===== src/rtl/gelato_pkg.sv =====
// gelato_pkg: shared types and default sizes for the Gelato fetch front end.
`default_nettype none

package gelato_pkg;

  localparam int DEF_NUM_WARPS = 8;
  localparam int DEF_PC_WIDTH  = 32;

  typedef logic [$clog2(DEF_NUM_WARPS)-1:0] warp_num_t;

  typedef enum logic [1:0] {
    IDLE  = 2'd0,
    READY = 2'd1,
    WAIT  = 2'd2
  } warp_state_t;

endpackage

`default_nettype wire


===== src/rtl/gelato_rr_arbiter.sv =====
// gelato_rr_arbiter: combinational round-robin pick of the first request at or after ptr.
`default_nettype none

module gelato_rr_arbiter #(
  parameter int NUM_REQ = 8,
  localparam int IW = (NUM_REQ > 1) ? $clog2(NUM_REQ) : 1
) (
  input  logic [NUM_REQ-1:0] req,
  input  logic [IW-1:0]      ptr,
  output logic [NUM_REQ-1:0] gnt,
  output logic [IW-1:0]      idx,
  output logic               valid
);

  logic [IW-1:0] cand;

  always_comb begin
    cand  = ptr;
    idx   = ptr;
    valid = 1'b0;
    gnt   = '0;
    for (int i = 0; i < NUM_REQ; i++) begin
      cand = IW'((int'(ptr) + i) % NUM_REQ);
      if (!valid && req[cand]) begin
        valid = 1'b1;
        idx   = cand;
      end
    end
    if (valid) gnt[idx] = 1'b1;
  end

endmodule

`default_nettype wire


===== src/rtl/gelato_warp_scheduler.sv =====
// gelato_warp_scheduler: per-warp PC/state owner and round-robin fetch request generator.
// Optional stall_cycles counter is built when GELATO_SCHED_PERF_EN is defined.
`default_nettype none

module gelato_warp_scheduler
  import gelato_pkg::*;
#(
  parameter int NUM_WARPS = DEF_NUM_WARPS,
  parameter int PC_WIDTH  = DEF_PC_WIDTH,
  parameter int PC_STEP   = 4,
  localparam int WW = $clog2(NUM_WARPS)
) (
  input  logic                 clk,
  input  logic                 rst_n,
  input  logic                 rdy,
  input  logic                 launch_valid,
  input  logic [WW-1:0]        launch_warp,
  input  logic [PC_WIDTH-1:0]  launch_pc,
  input  logic                 exit_valid,
  input  logic [WW-1:0]        exit_warp,
  input  logic                 redirect_valid,
  input  logic [WW-1:0]        redirect_warp,
  input  logic [PC_WIDTH-1:0]  redirect_pc,
  input  logic                 done_valid,
  input  logic [WW-1:0]        done_warp,
  input  logic [NUM_WARPS-1:0] ibuf_full,
  input  logic                 fetch_ready,
  output logic                 fetch_valid,
  output logic [PC_WIDTH-1:0]  fetch_pc,
  output logic [WW-1:0]        fetch_warp_num,
  output logic [NUM_WARPS-1:0] active_mask
`ifdef GELATO_SCHED_PERF_EN
  ,
  output logic [31:0]          stall_cycles
`endif
);

  warp_state_t          state_q [NUM_WARPS];
  warp_state_t          state_d [NUM_WARPS];
  logic [PC_WIDTH-1:0]  pc_q    [NUM_WARPS];
  logic [PC_WIDTH-1:0]  pc_d    [NUM_WARPS];
  logic [WW-1:0]        rr_ptr_q, rr_ptr_d;
  logic                 fetch_valid_q, fetch_valid_d;
  logic [PC_WIDTH-1:0]  fetch_pc_q, fetch_pc_d;
  logic [WW-1:0]        fetch_warp_q, fetch_warp_d;
  logic [NUM_WARPS-1:0] active_mask_q, active_mask_d;

  logic [NUM_WARPS-1:0] elig;
  logic [NUM_WARPS-1:0] gnt;
  logic [WW-1:0]        gnt_idx;
  logic                 gnt_valid;
  logic                 accept;
  logic [PC_WIDTH-1:0]  gnt_pc;

  assign accept = fetch_valid_q && fetch_ready;

  // The presented warp is excluded even when it is being accepted this cycle,
  // since its state/pc only advance at the coming edge.
  always_comb begin
    elig = '0;
    for (int w = 0; w < NUM_WARPS; w++) begin
      elig[w] = (state_q[w] == READY) && !ibuf_full[w] &&
                !(fetch_valid_q && (fetch_warp_q == WW'(w)));
    end
  end

  gelato_rr_arbiter #(.NUM_REQ(NUM_WARPS)) u_arb (
    .req   (elig),
    .ptr   (rr_ptr_q),
    .gnt   (gnt),
    .idx   (gnt_idx),
    .valid (gnt_valid)
  );

  always_comb begin
    gnt_pc = '0;
    for (int w = 0; w < NUM_WARPS; w++) begin
      if (gnt[w]) gnt_pc = pc_q[w];
    end
  end

  always_comb begin
    state_d       = state_q;
    pc_d          = pc_q;
    rr_ptr_d      = rr_ptr_q;
    fetch_valid_d = fetch_valid_q;
    fetch_pc_d    = fetch_pc_q;
    fetch_warp_d  = fetch_warp_q;
    active_mask_d = active_mask_q;
    if (rdy) begin
      for (int w = 0; w < NUM_WARPS; w++) begin
        if (exit_valid && (exit_warp == WW'(w))) begin
          state_d[w] = IDLE;
        end else if (launch_valid && (launch_warp == WW'(w)) && (state_q[w] == IDLE)) begin
          state_d[w] = READY;
        end else if (done_valid && (done_warp == WW'(w)) && (state_q[w] == WAIT)) begin
          state_d[w] = READY;
        end else if (accept && (fetch_warp_q == WW'(w)) && (state_q[w] == READY)) begin
          state_d[w] = WAIT;
        end

        if (launch_valid && (launch_warp == WW'(w)) && (state_q[w] == IDLE) &&
            !(exit_valid && (exit_warp == WW'(w)))) begin
          pc_d[w] = launch_pc;
        end else if (redirect_valid && (redirect_warp == WW'(w))) begin
          pc_d[w] = redirect_pc;
        end else if (accept && (fetch_warp_q == WW'(w)) && (state_q[w] == READY)) begin
          pc_d[w] = pc_q[w] + PC_WIDTH'(PC_STEP);
        end

        active_mask_d[w] = (state_d[w] != IDLE);
      end

      if (!fetch_valid_q || accept) begin
        fetch_valid_d = gnt_valid;
        if (gnt_valid) begin
          fetch_pc_d   = gnt_pc;
          fetch_warp_d = gnt_idx;
          rr_ptr_d     = gnt_idx + 1'b1;
        end
      end
    end
  end

  always_ff @(posedge clk or negedge rst_n) begin
    if (!rst_n) begin
      for (int w = 0; w < NUM_WARPS; w++) begin
        state_q[w] <= IDLE;
        pc_q[w]    <= '0;
      end
      rr_ptr_q      <= '0;
      fetch_valid_q <= 1'b0;
      fetch_pc_q    <= '0;
      fetch_warp_q  <= '0;
      active_mask_q <= '0;
    end else begin
      for (int w = 0; w < NUM_WARPS; w++) begin
        state_q[w] <= state_d[w];
        pc_q[w]    <= pc_d[w];
      end
      rr_ptr_q      <= rr_ptr_d;
      fetch_valid_q <= fetch_valid_d;
      fetch_pc_q    <= fetch_pc_d;
      fetch_warp_q  <= fetch_warp_d;
      active_mask_q <= active_mask_d;
    end
  end

  assign fetch_valid    = fetch_valid_q;
  assign fetch_pc       = fetch_pc_q;
  assign fetch_warp_num = fetch_warp_q;
  assign active_mask    = active_mask_q;

`ifdef GELATO_SCHED_PERF_EN
  logic [31:0] stall_cycles_q, stall_cycles_d;

  always_comb begin
    stall_cycles_d = stall_cycles_q;
    if (rdy && (|active_mask_q) && !fetch_valid_q && (stall_cycles_q != '1)) begin
      stall_cycles_d = stall_cycles_q + 32'd1;
    end
  end

  always_ff @(posedge clk or negedge rst_n) begin
    if (!rst_n) stall_cycles_q <= '0;
    else        stall_cycles_q <= stall_cycles_d;
  end

  assign stall_cycles = stall_cycles_q;
`endif

endmodule

`default_nettype wire


===== config.mk =====
export PLATFORM = sky130hd
export DESIGN_NAME = gelato_warp_scheduler
export DESIGN_NICKNAME = d
export VERILOG_FILES = /design/src/rtl/gelato_pkg.sv /design/src/rtl/gelato_rr_arbiter.sv /design/src/rtl/gelato_warp_scheduler.sv
export SDC_FILE = /design/constraint.sdc
export NUM_CORES = 1
export LEC_CHECK = 0
export BUFFER_PORTS_ARGS = -buffer_cell sky130_fd_sc_hd__buf_4
export CAP_MARGIN = 25
export CORE_ASPECT_RATIO = 0.9
export CORE_MARGIN = 1.5
export CORE_UTILIZATION = 45
export CTS_BUF_LIST = sky130_fd_sc_hd__clkbuf_2 sky130_fd_sc_hd__clkbuf_4 sky130_fd_sc_hd__clkbuf_8
export DETAILED_ROUTE_END_ITERATION = 10
export PLACE_DENSITY_LB_ADDON = 0.3
export SLEW_MARGIN = 20
export SYNTH_ARGS = -nofsm -noshare
export SYNTH_HDL_FRONTEND = slang
export SYNTH_SLANG_ARGS = --single-unit
export TNS_END_PERCENT = 50

===== constraint.sdc =====
create_clock -name clk -period 5.7 [get_ports clk]
set_clock_uncertainty 0.1 [all_clocks]
set_input_delay 0.855 -clock clk [delete_from_list [all_inputs] [get_ports clk]]
set_output_delay 0.855 -clock clk [all_outputs]
set_load 0.03 [all_outputs]

# Word level (Yosys, flattened, before mapping)
# Index checks and enable logic that the tools add are counted.
# word_totals
memories,0
reg_bits,319
input_bits,92
wordCells,381
mem_bits_ro,0
out_inout_bits,44
ram_bits,0
latch_bits,0
# classes
n_div,0
bitwise,0
add_sub_neg,16
eq_ne,51
shift,0
n_lt_le_gt_ge,10
mux,106
multipliers,0
n_reduce_logical,177
# ops
op,count
$mux W32,32
$add A32 B3 Y32 const B,8
$logic_and A1 B1 Y1,105
$mux W2,40
$eq A3 B3 Y1 const B,20
$lt A3 B4 Y1 const B,9
$logic_not A1 Y1,32
$eq A3 B2 Y1 const B,10
$bmux W1 S3,8
$reduce_bool A3 Y1,8
$mux W3,7
$reduce_and A2 Y1,9
$mux W1,17
$eq A2 B1 Y1 const B,8
$eq A2 B2 Y1 const B,8
$logic_not A2 Y1,8
$reduce_bool A2 Y1,8
$eq A3 B1 Y1 const B,5
$logic_not A3 Y1,5
$add A3 B3 Y3 const B,4
$mux W8,1
$add A3 B1 Y3 const B,2
$add A3 B2 Y3 const B,2
$demux W1 S3,1
other kinds (3),3

# Logic depth before layout (Yosys ltp)
# logic_depth
depth_word,41
depth_mapped,16
depth_no_buf,13

# Cells and area by module
# A second synthesis with hierarchy kept.
# unflattened
hier_cells,3296
area_unflattened_um2,25383.1
# modules_own_cells
mod,area_per_inst_um2,cells_each,seq_area_each_um2,instances
gelato_warp_scheduler,24345.8,3196,7982.7,1
gelato_rr_arbiter,1037.2,100,0.0,1

# Least setup slack after synthesis
# OpenSTA, ideal clock, no wires.
# synth_path
kind,reg2reg
from,reg rr_ptr_q[0]
to,"reg fetch_pc_q[16], in the netlist fetch_pc[16]"
path_stages_with_launch,15
path_buffers,5
setup_ns,0.127
required_ns,5.473
slack_ns,1.730
arrival_time_ns,3.743
period_less_slack_ns,3.970
cell_sequence,dfrtp_1 -> buf_2 -> inv_2 -> ha_1 -> clkbuf_1 -> mux4_2 -> or2_0 -> buf_2 -> or4_4 -> o21a_4 -> buf_6 -> buf_2 -> o311a_1 -> a221oi_2 -> o21ai_1
# synth_between
elab_chain_cells,37
word_cells_on_any_way,67
classes_between,add/sub: 7; order compare: 2; mux: 42; reduce/logical: 16
# synth_lines
item,line_no,source
"start, declared",gelato_warp_scheduler.sv:42,"logic [WW-1:0] rr_ptr_q, rr_ptr_d;"
"start signal, assigned",gelato_warp_scheduler.sv:141,rr_ptr_q <= rr_ptr_d;
"parallel branches: the longest is 37 deep, another holds $add A3 B1 Y3",--,
"end signal, assigned",gelato_warp_scheduler.sv:143,fetch_pc_q <= fetch_pc_d;
"end, declared",gelato_warp_scheduler.sv:44,"logic [PC_WIDTH-1:0] fetch_pc_q, fetch_pc_d;"
# Parallel ways; which one is timed is not known. The select of a mux whose other input is x is not followed.
# A chain may end at the register's enable or synchronous reset.

# Worst setup path after layout
# layout_path
from,"reg fetch_warp_q[0], in the netlist fetch_warp_num[0]"
to,"reg fetch_pc_q[24], in the netlist fetch_pc[24]"
# layout_between
elab_chain_cells,41
word_cells_on_any_way,92
classes_between,order compare: 2; eq/ne: 7; mux: 42; reduce/logical: 41
# layout_lines
item,line_no,source
"start, declared",gelato_warp_scheduler.sv:45,"logic [WW-1:0] fetch_warp_q, fetch_warp_d;"
"start signal, assigned",gelato_warp_scheduler.sv:144,fetch_warp_q <= fetch_warp_d;
$eq A3 B1 Y1 (tied with other cells),gelato_warp_scheduler.sv:63,!(fetch_valid_q && (fetch_warp_q == WW'(w)));
$logic_and A1 B1 Y1,gelato_warp_scheduler.sv:63,
$logic_not A1 Y1,gelato_warp_scheduler.sv:63,
$logic_and A1 B1 Y1,gelato_warp_scheduler.sv:62,elig[w] = (state_q[w] == READY) && !ibuf_full[w] &&
$bmux W1 S3,gelato_rr_arbiter.sv:24,if (!valid && req[cand]) begin
$mux W1 (not written as such),gelato_rr_arbiter.sv:24,
$mux W1,gelato_rr_arbiter.sv:24,
$logic_not A1 Y1,gelato_rr_arbiter.sv:24,
[18 not listed],--,
$logic_and A1 B1 Y1,gelato_rr_arbiter.sv:24,
$mux W3,gelato_rr_arbiter.sv:24,
$lt A3 B4 Y1 (not written as such) / $ge A3 B1 Y1 (equally long branches),gelato_rr_arbiter.sv:29,if (valid) gnt[idx] = 1'b1;
$logic_and A1 B1 Y1 (not written as such),gelato_rr_arbiter.sv:29,
$mux W1 (not written as such),gelato_rr_arbiter.sv:29,
$demux W1 S3,--,
$mux W8,gelato_rr_arbiter.sv:29,
$mux W32 (8 in series),gelato_warp_scheduler.sv:78,if (gnt[w]) gnt_pc = pc_q[w];
# Several ways; a longest one is shown, not always the timed one. The select of a mux whose other input is x is not followed.

==> key figures <==
Die
  • # IOs: roughly 140
  • Die Y-Extent: 225 um
  • DIE AREA: 56,200 sq um
  • Core area: between 50,000 and 60,000 sq um
  • Die W: between 200 and 250 um
  • Core Rows: 81
  • Initial core utilization: 45.4%

Critical path
  • CP max FO: 29
  • Reg2reg end: fetch_pc[24]
  • WP data required: 6.21 ns
  • Worst path max stage delay: between 0.6 and 0.7 ns
  • Worst reg2reg path startpoint: fetch_warp_num[0]
  • Dominant delay contributor by cell family on the critical path: simple AND/OR/NAND/NOR gates
  • Reg2Reg Setup Slack: around 0.72 ns
  • Nature of the critical path endpoint: flop
  • Arrival time worst endpoint: 5.50 ns
  • Worst reg-to-reg path cell count: 12
  • Critical path buffers and inverters: 1
  • Crit path kind: reg2reg
  • Worst setup SP type: flop
  • CP max stage cell: a21oi_4
  • Cells along the critical path: and4b_1, or3_1, mux2i_1, mux4_2, or2_0, or4_4, o21a_4, clkinv_2, and3_4, a21oi_4, o21ai_0, o21ai_1

Synthesis
  • Sequential area share after synthesis: about a third
  • Number of synthesis warnings: 0
  • Ys flop type: dfrtp_1
  • Syn_nets: ~3,300
  • Number of flops mapped to enable cells by yosys: 0
  • Post-synthesis cell area: approximately 25,000 sq um
  • Avg Inst Size Synth: between 7 and 8 sq um
  • Post-synthesis async set-or-reset flop share: 100%
  • Synth cell types: 92
  • Post-Syn Instances: 3,217
  • FF+latch count, synth: 319

Global route
  • Global-route wire length before repair: 146,000 um
  • Busiest grt layer: met2
  • Pin count of the biggest net entering global routing: ~130
  • GR Util met1: between 40% and 50%
  • GR Util All Layers: approximately a third
  • Met2 Use GR: between 50% and 60%
  • Met3 Track Usage GR: 7.10%
  • Vias in the first global route: around 23,000
  • Initial antenna violation count: 4
  • Total gr overflow: 0

Drt
  • Initial DRC count: 3,419
  • Drt total wl: between 90,000 and 100,000 um
  • DR vias: around 26,000
  • WL per Instance: roughly 25 um
  • Final antenna-violating net count: 0
  • 1st-pass router iterations: 6
  • Post-route DRC: 0
  • Vias/cell: approximately 6.6

Final layout
  • Final #Nets: approximately 3,300
  • Layout cells sized above 1: 12.7%
  • Synth-to-layout area growth: 10.9%

CTS
  • Hold Buf Count CTS: 0
  • CTS-repair resized insts: 0
  • CTS tree: yes
  • Worst-skew pair later-pin latency: between 0.7 and 0.8 ns
  • Clock buffer count from CTS: 57
  • Clock tree buffer depth: 3
  • H-tree levels: 2
  • Clock root buffer: clkbuf_8
  • Reg clk slew, reported paths: about 0.070 ns
  • Clk sinks: approximately 320
  • Setup Buffers After CTS: 0

Hold path
  • Hold Crit Class: in2async

Power and ir drop
  • PD cells: between 700 and 800 nW/um^2
  • Static leakage: around 11 nW
  • Worst vdd ir: 0.848 mV

STA
  • Setup ws final: between 0.7 and 0.8 ns
  • Rel. slew slack: approximately 23%
  • Period minus WS final: between 4 and 5 ns
  • Setup_tns: 0 ns
  • F_max: about 0.2 GHz
  • Tightest Pin Transition: about 1.1 ns
  • Final Cycle Share: 87.4%
  • Setup Viol. Count Final: 0
  • Slew Limit Fails: 0
  • Final Hold Violating Endpoints: 0
  • RSZ-0062 raised after global routing: no

Placed design
  • Post-DP HPWL: roughly 67,000 um
  • Routability cong.: about 0.94
  • DP Worst Slack: ~0.65 ns
  • Buffers on Ports: between 100 and 150

Run status
  • Status: finished clean

Flow run
  • Max-cap violations: 0
[metrics by stage]
| step | instances | cell area [sq um] | hold WS [ns] | util (%) | total power (W) |
|---|---|---|---|---|---|
| finish | 3916 | 27300 | 0.0906 | 50.4 | 0.0207 |
| global placement | 3804 | 25900 | 0.370 | 47.8 | 0.0175 |
| global route | 3914 | 27300 | 0.131 | 50.4 | 0.0218 |
| detailed placement | 3807 | 26000 | 0.384 | 47.9 | 0.0178 |
| floorplan | 3217 | 24600 | 0.360 | - | 0.0140 |
| CTS | 3912 | 27300 | 0.0987 | 50.3 | 0.0203 |
[sequential cells by signal (all words and copies together) (netlist names)]
| name | cells |
|---|---|
| active_mask | 8 |
| fetch_pc | 32 |
| fetch_valid | 1 |
| fetch_warp_num | 3 |
| pc_q | 256 |
| rr_ptr_q | 3 |
| state_q | 16 |
[power breakdown]
| part | total [W] | switching [W] | internal (W) |
|---|---|---|---|
| sequential | 0.00458 | 0.00138 | 0.00320 |
| clock | 0.00253 | 0.00113 | 0.00140 |
| combinational | 0.0136 | 0.00874 | 0.00490 |
| total | 0.0207 | 0.0112 | 0.00949 |
[synthesized netlist by cell type, types with 26 or more instances]
cell / instances / area [sq um]
a211oi_1: 249 / 1870
a21oi_1: 304 / 1520
a22oi_1: 28 / 210
and3_1: 43 / 269
buf_1: 32 / 120
buf_2: 28 / 140
clkbuf_1: 224 / 841
dfrtp_1: 319 / 7980
inv_1: 61 / 229
nand2_1: 364 / 1370
nand2b_1: 26 / 163
nand3_1: 116 / 581
nand4_1: 34 / 213
nand4b_1: 28 / 245
nor2_1: 365 / 1370
nor3_1: 74 / 370
o21ai_0: 270 / 1350
o22ai_1: 75 / 469
o311a_1: 28 / 280
xnor2_1: 85 / 744
xor2_1: 114 / 998
[worst max-delay path by stage]
stage	slack [ns]	cells after the start	from	to
floorplan	1.73	14	rr_ptr_q[0]	fetch_pc[16]
global placement	0.67	10	ibuf_full[0]	fetch_pc[29]
detailed placement	0.65	12	ibuf_full[4]	fetch_pc[23]
CTS	0.84	12	fetch_warp_num[0]	fetch_pc[1]
global route	0.31	12	fetch_warp_num[2]	fetch_pc[4]
finish	0.72	12	fetch_warp_num[0]	fetch_pc[24]
[layer usage]
metal / wire length (um) / share of wire, % / up-vias
met5: 25 / 0.026 / -
met4: 5120 / 5.3 / 4
met3: 10600 / 11 / 311
met2: 41800 / 43 / 1591
met1: 39100 / 40 / 12500
li1: - / - / 11600
[final cells by class]
cell class	count	area, sq um
Antenna cell	3	7.51
Sequential cell	319	7980
Timing Repair Buffer	197	1570
Clock inverter	11	109
Multi-Input combinational cell	2523	15300
Clock buffer	94	1220
Inverter	64	241
Tap cell	705	882
Fill cell	5089	26900
[layout by cell type (no fill, tap or decap), drive strengths merged, types with 11 or more instances in the layout]
cell and n:
nor2 367, nand2 364, dfrtp 319, a21oi 305
o21ai 295, a211oi 250, buf 196, nand3 118
xor2 114, clkbuf 95, xnor2 85, nor3 76
o22ai 75, inv 65, a221oi 45, and3 44
nand4 34, o311a 28, nand4b 28, a22oi 28
nand2b 27, o31ai 22, nor2b 21, or3 17
and4 16, mux2i 16, nor4 15, o22a 13
mux4 11, ha 11
[cell families (layout without fill, tap and decap cells)]
| family | after synthesis | in the layout | synth area share [%] |
|---|---|---|---|
| XOR/XNOR | 199 | 199 | 7.08 |
| buffers and inverters | 375 | 366 | 6.33 |
| multiplexers | 35 | 35 | 2.19 |
| adder cells (fa/ha/maj) | 11 | 11 | 0.559 |
| other | 0 | 3 | 0 |
| AND/OR/NAND/NOR | 1160 | 1160 | 22.1 |
| AO/OA/AOI/OAI | 1118 | 1118 | 29.3 |
| flip-flops | 319 | 319 | 32.4 |
Power figures use the tool's default switching activity.
